**src/rtl/alu_cmd_master.sv**
```systemverilog
// Purpose: host-side initiator for the UART ALU link. It sends A, B and the opcode as three bytes, then collects the one-byte result.
// Latency: start accepted at cycle 0, bytes pushed at cycles 1-3, WAIT_RES from cycle 4. A reply visible at cycle N gives o_done at N+1.
// Backpressure: each byte is held while the TX FIFO is full. i_start is ignored while busy, and nothing is queued.
//
// Ports:
//   i_clk, i_reset (async, active-low)
//   host side : i_start, i_op_A, i_op_B, i_opcode -> o_busy, o_done, o_result, o_timeout
//   uart_core : i_fifo_tx_full, o_fifo_tx_write, o_data_to_write,
//               i_fifo_rx_empty, i_data_to_read, o_fifo_rx_read
module alu_cmd_master #(
    parameter int NB_DATA        = 8,
    parameter int NB_OPCODE      = 6,
    parameter int TIMEOUT_CYCLES = 300000,
    parameter int NB_TIMEOUT     = 19
) (
    input  logic                 i_clk,
    input  logic                 i_reset,
    input  logic                 i_start,
    input  logic [NB_DATA-1:0]   i_op_A,
    input  logic [NB_DATA-1:0]   i_op_B,
    input  logic [NB_OPCODE-1:0] i_opcode,
    output logic                 o_busy,
    output logic                 o_done,
    output logic [NB_DATA-1:0]   o_result,
    output logic                 o_timeout,
    input  logic                 i_fifo_tx_full,
    output logic                 o_fifo_tx_write,
    output logic [NB_DATA-1:0]   o_data_to_write,
    input  logic                 i_fifo_rx_empty,
    input  logic [NB_DATA-1:0]   i_data_to_read,
    output logic                 o_fifo_rx_read
);

    typedef enum logic [2:0] {
        ST_IDLE     = 3'd0,
        ST_SEND_A   = 3'd1,
        ST_SEND_B   = 3'd2,
        ST_SEND_OP  = 3'd3,
        ST_WAIT_RES = 3'd4,
        ST_DONE     = 3'd5
    } state_t;

    localparam logic [NB_TIMEOUT-1:0] CNT_LAST = NB_TIMEOUT'(TIMEOUT_CYCLES - 1);

    state_t                 state, state_n;
    logic [NB_DATA-1:0]     op_a_q, op_b_q;
    logic [NB_OPCODE-1:0]   opcode_q;
    logic [NB_TIMEOUT-1:0]  cnt_q;

    logic                   accept;
    logic                   take_res;
    logic                   expire;
    logic                   rx_read_raw;

    // Next-state and strobe decode
    always_comb begin
        state_n         = state;
        accept          = 1'b0;
        take_res        = 1'b0;
        expire          = 1'b0;
        rx_read_raw     = 1'b0;
        o_fifo_tx_write = 1'b0;
        o_data_to_write = '0;

        case (state)
            ST_IDLE: begin
                // Drain any stale byte, such as a reply that arrived after a timeout.
                rx_read_raw = !i_fifo_rx_empty;
                if (i_start) begin
                    accept  = 1'b1;
                    state_n = ST_SEND_A;
                end
            end
            ST_SEND_A: begin
                o_data_to_write = op_a_q;
                o_fifo_tx_write = !i_fifo_tx_full;
                if (!i_fifo_tx_full) state_n = ST_SEND_B;
            end
            ST_SEND_B: begin
                o_data_to_write = op_b_q;
                o_fifo_tx_write = !i_fifo_tx_full;
                if (!i_fifo_tx_full) state_n = ST_SEND_OP;
            end
            ST_SEND_OP: begin
                o_data_to_write = NB_DATA'(opcode_q);
                o_fifo_tx_write = !i_fifo_tx_full;
                if (!i_fifo_tx_full) state_n = ST_WAIT_RES;
            end
            ST_WAIT_RES: begin
                // A byte present on the expiry cycle takes priority over the timeout.
                if (!i_fifo_rx_empty) begin
                    rx_read_raw = 1'b1;
                    take_res    = 1'b1;
                    state_n     = ST_DONE;
                end else if (cnt_q == CNT_LAST) begin
                    expire  = 1'b1;
                    state_n = ST_DONE;
                end
            end
            ST_DONE: begin
                state_n = ST_IDLE;
            end
            default: begin
                state_n = ST_IDLE;
            end
        endcase
    end

    // The state resets to IDLE, where a pop depends only on the FIFO flag.
    // Gating with the reset keeps the pop strobe low while reset is held.
    assign o_fifo_rx_read = rx_read_raw & i_reset;
    assign o_busy         = (state != ST_IDLE);
    assign o_done         = (state == ST_DONE);

    always_ff @(posedge i_clk or negedge i_reset) begin
        if (!i_reset) begin
            state <= ST_IDLE;
        end else begin
            state <= state_n;
        end
    end

    always_ff @(posedge i_clk or negedge i_reset) begin
        if (!i_reset) begin
            op_a_q    <= '0;
            op_b_q    <= '0;
            opcode_q  <= '0;
            o_result  <= '0;
            o_timeout <= 1'b0;
        end else begin
            if (accept) begin
                op_a_q    <= i_op_A;
                op_b_q    <= i_op_B;
                opcode_q  <= i_opcode;
                o_timeout <= 1'b0;
            end
            if (take_res) o_result  <= i_data_to_read;
            if (expire)   o_timeout <= 1'b1;
        end
    end

    // The counter is zero on the first WAIT_RES cycle and counts the cycles spent waiting.
    always_ff @(posedge i_clk or negedge i_reset) begin
        if (!i_reset) begin
            cnt_q <= '0;
        end else if (state != ST_WAIT_RES && state_n == ST_WAIT_RES) begin
            cnt_q <= '0;
        end else if (state == ST_WAIT_RES) begin
            cnt_q <= cnt_q + 1'b1;
        end
    end

endmodule
```
**config.mk**
```make
export PLATFORM = sky130hd
export DESIGN_NAME = alu_cmd_master
export DESIGN_NICKNAME = d
export VERILOG_FILES = /design/src/rtl/alu_cmd_master.sv
export SDC_FILE = /design/constraint.sdc
export NUM_CORES = 1
export LEC_CHECK = 0
export BUFFER_PORTS_ARGS = -buffer_cell sky130_fd_sc_hd__buf_2
export CAP_MARGIN = 20
export CORE_AREA = 5 5 79 81
export CTS_CLUSTER_DIAMETER = 150
export CTS_CLUSTER_SIZE = 30
export DETAILED_ROUTE_END_ITERATION = 8
export DIE_AREA = 0 0 84 86
export GPL_TIMING_DRIVEN = 0
export PLACE_DENSITY = 0.7
export SYNTH_ARGS = -nofsm -noshare
export SYNTH_HDL_FRONTEND = slang
export SYNTH_SLANG_ARGS = --single-unit
```
**constraint.sdc**
```tcl
create_clock -name i_clk -period 2.7 [get_ports i_clk]
set_input_delay 0.27 -clock i_clk [delete_from_list [all_inputs] [get_ports i_clk]]
set_output_delay 0.27 -clock i_clk [all_outputs]
set_load 0.05 [all_outputs]
```
After elaboration in Yosys (flattened, before gate mapping)

Index checks and enable logic that the tools add are counted.

Register bits after elaboration: 53
Logic and storage cells: 46

$add $sub $neg: 1
Equality and inequality tests: 8
Muxes and demuxes: 21
Bitwise gates (word level): 1
Reductions and logical operators: 8

Operators by type and width:

| cell                                                                   | number |
|---|---|
| 19-bit two-way mux                                                     | 2 |
| 8-bit one-hot mux with 3 select lines                                  | 1 |
| 19-bit by 1-bit adder with 19-bit output (second input constant)       | 1 |
| 19-bit equality test (second input constant)                           | 1 |
| 3-bit two-way mux                                                      | 6 |
| 3-bit one-hot mux with 5 select lines                                  | 1 |
| 1-bit two-way mux                                                      | 10 |
| 3-bit equality test (second input constant)                            | 3 |
| 3-bit by 2-bit equality test with 1-bit output (second input constant) | 2 |
| 2-bit nonzero test                                                     | 2 |
| 3-bit by 1-bit equality test with 1-bit output (second input constant) | 1 |
| 3-bit zero test                                                        | 1 |
| 3-bit != test (second input constant)                                  | 1 |
| 3-bit nonzero test                                                     | 1 |
| 3-bit OR reduction                                                     | 1 |
| 1-bit zero test                                                        | 2 |
| 1-bit one-hot mux with 2 select lines                                  | 1 |
| 1-bit AND                                                              | 1 |
| 1-bit logical AND                                                      | 1 |

Depth between registers and ports, before layout

Word-level depth: 7
Gate-level depth with buffers: 6

Worst setup path after synthesis

No wires, ideal clock.

Path type: flip-flop to output port
From: reg state[1]
To: out o_fifo_rx_read
Data arrival time: 2398 ps
Path slack: 32 ps
Cell stages (with the launch flop): 4
Path buffers: 2
Path through: dfrtp_1 > buf_4 > clkbuf_1 > nor4b_1

Cells in the longest elaborated chain, start to end: 3
Elaborated cells on any way between the ends: 4

RTL lines:

| what                                                   | line | source |
|---|---|---|
| start, declared                                        | 45   | `state_t state, state_n;` |
| start signal, assigned                                 | 119  | `state <= state_n;` |
| 3-bit equality test or 3-bit zero test (tied branches) | 65   | `case (state)` |
| 1-bit one-hot mux with 2 select lines (*)              | 65   |  |
| 1-bit AND (*)                                          | 111  | `assign o_fifo_rx_read = rx_read_raw & i_reset;` |
| end, declared                                          | 31   | `output logic o_fifo_rx_read` |

Every way passes the cells marked *; elsewhere a longest branch is shown, timed or not.

Worst setup path after layout

From: in i_reset
To: out o_fifo_rx_read

Cells in the longest elaborated chain, start to end: 1

RTL lines:

| what            | line | source |
|---|---|---|
| start, declared | 17   | `input logic i_reset,` |
| 1-bit AND       | 111  |  |

Every way passes these cells.

==> results.toml <==
[yosys]
async_flop_share_pct = 100.0
yosysWarnings = 0
synth_cell_types = 41
syn_area_sq_um = 2511
syn_nets = 250
synth_area_per_cell_sq_um = 11.73
synthCells = 214
synth_edf_count = 0
synth.yosys.seq_area_share_pct = 52.82
synth_ff_type = "dfrtp_1"
ys_ff_latch = 53

[sta]
maxSlewHeadroom_pct = 65.38
setup-violations-final = 0
timing.final.crit_share_pct = 86.59
setup_slack_ns = 0.3622
grt_setup_unrepaired = "false"
finalHoldViolations = 0
setup_tns_ns = 0
max_freq_mhz = 427.7
fin_crit_ns = 2.338
worstMarginPinSlew_ns = 0.5193
slew_viol_final = 0
finClkSkew_ns = 0.009744

[route]
drt_iter0_drc = 86
final_antenna_net_count = 0
avgRoutedWirePerCell_um = 14.70
route.vias.total = 1836
drc_errors = 0
drt-total-wl_mm = 5.158
vias_per_cell = 5.231
dr.pass1.iters = 4

[power_and_ir_drop]
sw_frac_of_total_pct = 45.92
pwr-share-seq_pct = 37.5
power.internal_mw = 1.937
combinationalPowerShare_pct = 49.6
power.switching_mw = 1.644
leakage_nw = 1.417
p_clk_share_pct = 12.9
ir_worst_vdd_uv = 713.3
powerDensity_nw_per_um2 = 1194

[setup_path]
reg2regPathDepth = 6
r2r_start = "state[0]"
cp-start-kind = "primary input"
endpoint_kind = "primary output"
crit_path_start = "i_reset"
cp_max_fo = 33
worstPathArrival_ns = 2.07
cp.required_ns = 2.43
critPathKind = "primary input to primary output"
r2r_setup_slack_ns = 0.91
r2r_end = "op_a_q[7]"
crit_path_end = "o_fifo_rx_read"

[clocking]
post_cts_buffers = 0
cts-root-buf = "clkbuf_8"
cts_buffers = 5
cts_sinks = 53
path_clk_slew_ns = 0.10
ctsLongestPathBuffers = 2
insertion_delay_ns = 0.31
cts_max_level = 2
cts_tree = "yes"

[grt]
grt_util_all_layers_pct = 15.52
antenna_found_initial = 0
overflow = 0
grt_first_pass_wirelength_mm = 9.246
grt_max_degree = 34
grt_pass1_vias = 1998

[run_status]
status = "finished, final reports clean"

[die]
rows = 27
core_sq_um = 5405
start_util_pct = 46.46
fp.dieArea_sq_um = 7224
die_y_um = 86
die_w_um = 84
io_pins = 56

[cells_and_area]
syn_to_final_growth_pct = 19.48
n_antenna_cell = 0
fillCellCount = 494
final_util_pct = 55.51
final_nets = 314
multi_input_comb_area_sq_um = 1114
drive_gt1_share_pct = 32.97
regArea_sq_um = 1326
final_cell_area_sq_um = 3000

[placement]
place_ws_ns = 0.8435
gp_congestion = 0.7982
place_area_sq_um = 2897
dp.final_hpwl_mm = 3.885
portBuffers = 55

[hold_path]
hp-class = "primary input to register"

[flow_run]
max-cap-violations = 0
-- per-layer routing --
layer	global-route usage, %	share of wire [%]
met4	4.094	0.74
met1	20.00	47
met2	25.81	48
met3	4.419	4.8
met5	0	0
-- flip-flops by register name, summed over array words and instances (netlist names) --
register,cells
cnt_q,19
o_result,8
op_a_q,8
op_b_q,8
opcode_q,6
state,3
o_timeout,1
-- metrics by stage --
stage	std cells	hold WS (ns)	total power, mW
after global placement	341	0.4625	3.101
final	351	0.1631	3.581
after CTS	351	0.1567	3.612
after detailed placement	342	0.2837	3.149
after global routing	351	0.1563	3.821
after floorplan	214	-0.02559	2.720
-- cell usage in the layout, fill, tap and decap left out, types with 5 or more instances in the layout --
cell type  count
buf_2         58
dfrtp_1       53
nand2_1       20
mux2_1        19
mux2_2        17
nor2_1        15
a22oi_1        8
mux2i_1        7
and3_1         6
nand4_1        6
nand3_1        6
clkbuf_8       5
-- final cells by class --
| cell class | count | share of cell area, % |
|---|---|---|
| clock buffer | 5 | 2.294 |
| buffer | 11 | 2.002 |
| tap | 72 | 3.002 |
| clock inverter | 3 | 0.8340 |
| multi-input combinational | 147 | 37.11 |
| inverter | 3 | 0.3753 |
| sequential | 53 | 44.20 |
| timing repair buffer | 57 | 10.18 |
-- worst min path at each step --
stage	cells past startpoint	end	startpoint	slack [ns]
after floorplan	0	cnt_q[0]	i_reset	-0.03
after global placement	1	op_b_q[1]	op_b_q[1]	0.46
after detailed placement	1	cnt_q[3]	i_reset	0.28
after CTS	2	op_a_q[4]	i_op_A[4]	0.16
after global routing	2	op_b_q[6]	i_op_B[6]	0.16
final	2	op_a_q[4]	i_op_A[4]	0.16
-- Yosys cell counts (all sizes together), types with 2 or more instances --
cell | n | area share (%)
dfrtp | 53 | 53
mux2 | 36 | 16
nand2 | 20 | 3.0
nor2 | 16 | 2.5
a22oi | 8 | 2.4
buf | 8 | 1.9
mux2i | 7 | 2.8
nand3 | 7 | 1.6
and3 | 6 | 1.5
nand4 | 6 | 1.5
nor3 | 4 | 0.80
o211ai | 4 | 1.2
o31ai | 4 | 1.2
clkbuf | 3 | 0.45
inv | 3 | 0.45
nor2b | 3 | 0.75
o21ai | 3 | 0.60
and2 | 2 | 0.50
nor3b | 2 | 1.0
nor4 | 2 | 1.1
o311ai | 2 | 0.70
o41ai | 2 | 0.70
xnor2 | 2 | 0.70
-- cells by family (layout without fill, tap and decap cells) --
kind of cell | after synthesis | after routing | synth area share (%)
AOI/OAI and AO/OA | 28 | 28 | 8.122
adders and majority gates | 1 | 1 | 0.4982
and+or+nand+nor | 72 | 72 | 15.75
xor gates and xnor gates | 3 | 3 | 1.047
DFF | 53 | 53 | 52.82
muxes | 43 | 43 | 18.93
buffers and inverters | 14 | 79 | 2.840
-- timing repair --
item | CTS | global route
endpoints found under the setup margin | 0 | 0
hold buffers | 1 | 0
hold endpoints to repair | 21 | 0
gates resized for setup | 0 | 0
-- critical path, stage by stage --
cell and delay, ns:
dlygate4sd3_1 0.52, buf_2 0.44, buf_12 0.27, nor4b_1 0.23, buf_2 0.32
-- power by group through the flow --
stage / sequential [mW] / clock [mW] / combinational (mW)
after detailed placement: 1.36 / 0 / 1.79
after floorplan: 1.50 / 0 / 1.22
after global placement: 1.35 / 0 / 1.76
after CTS: 1.34 / 0.475 / 1.79
after global routing: 1.39 / 0.506 / 1.92
final: 1.34 / 0.462 / 1.78
(Power assumes the default switching activity.)
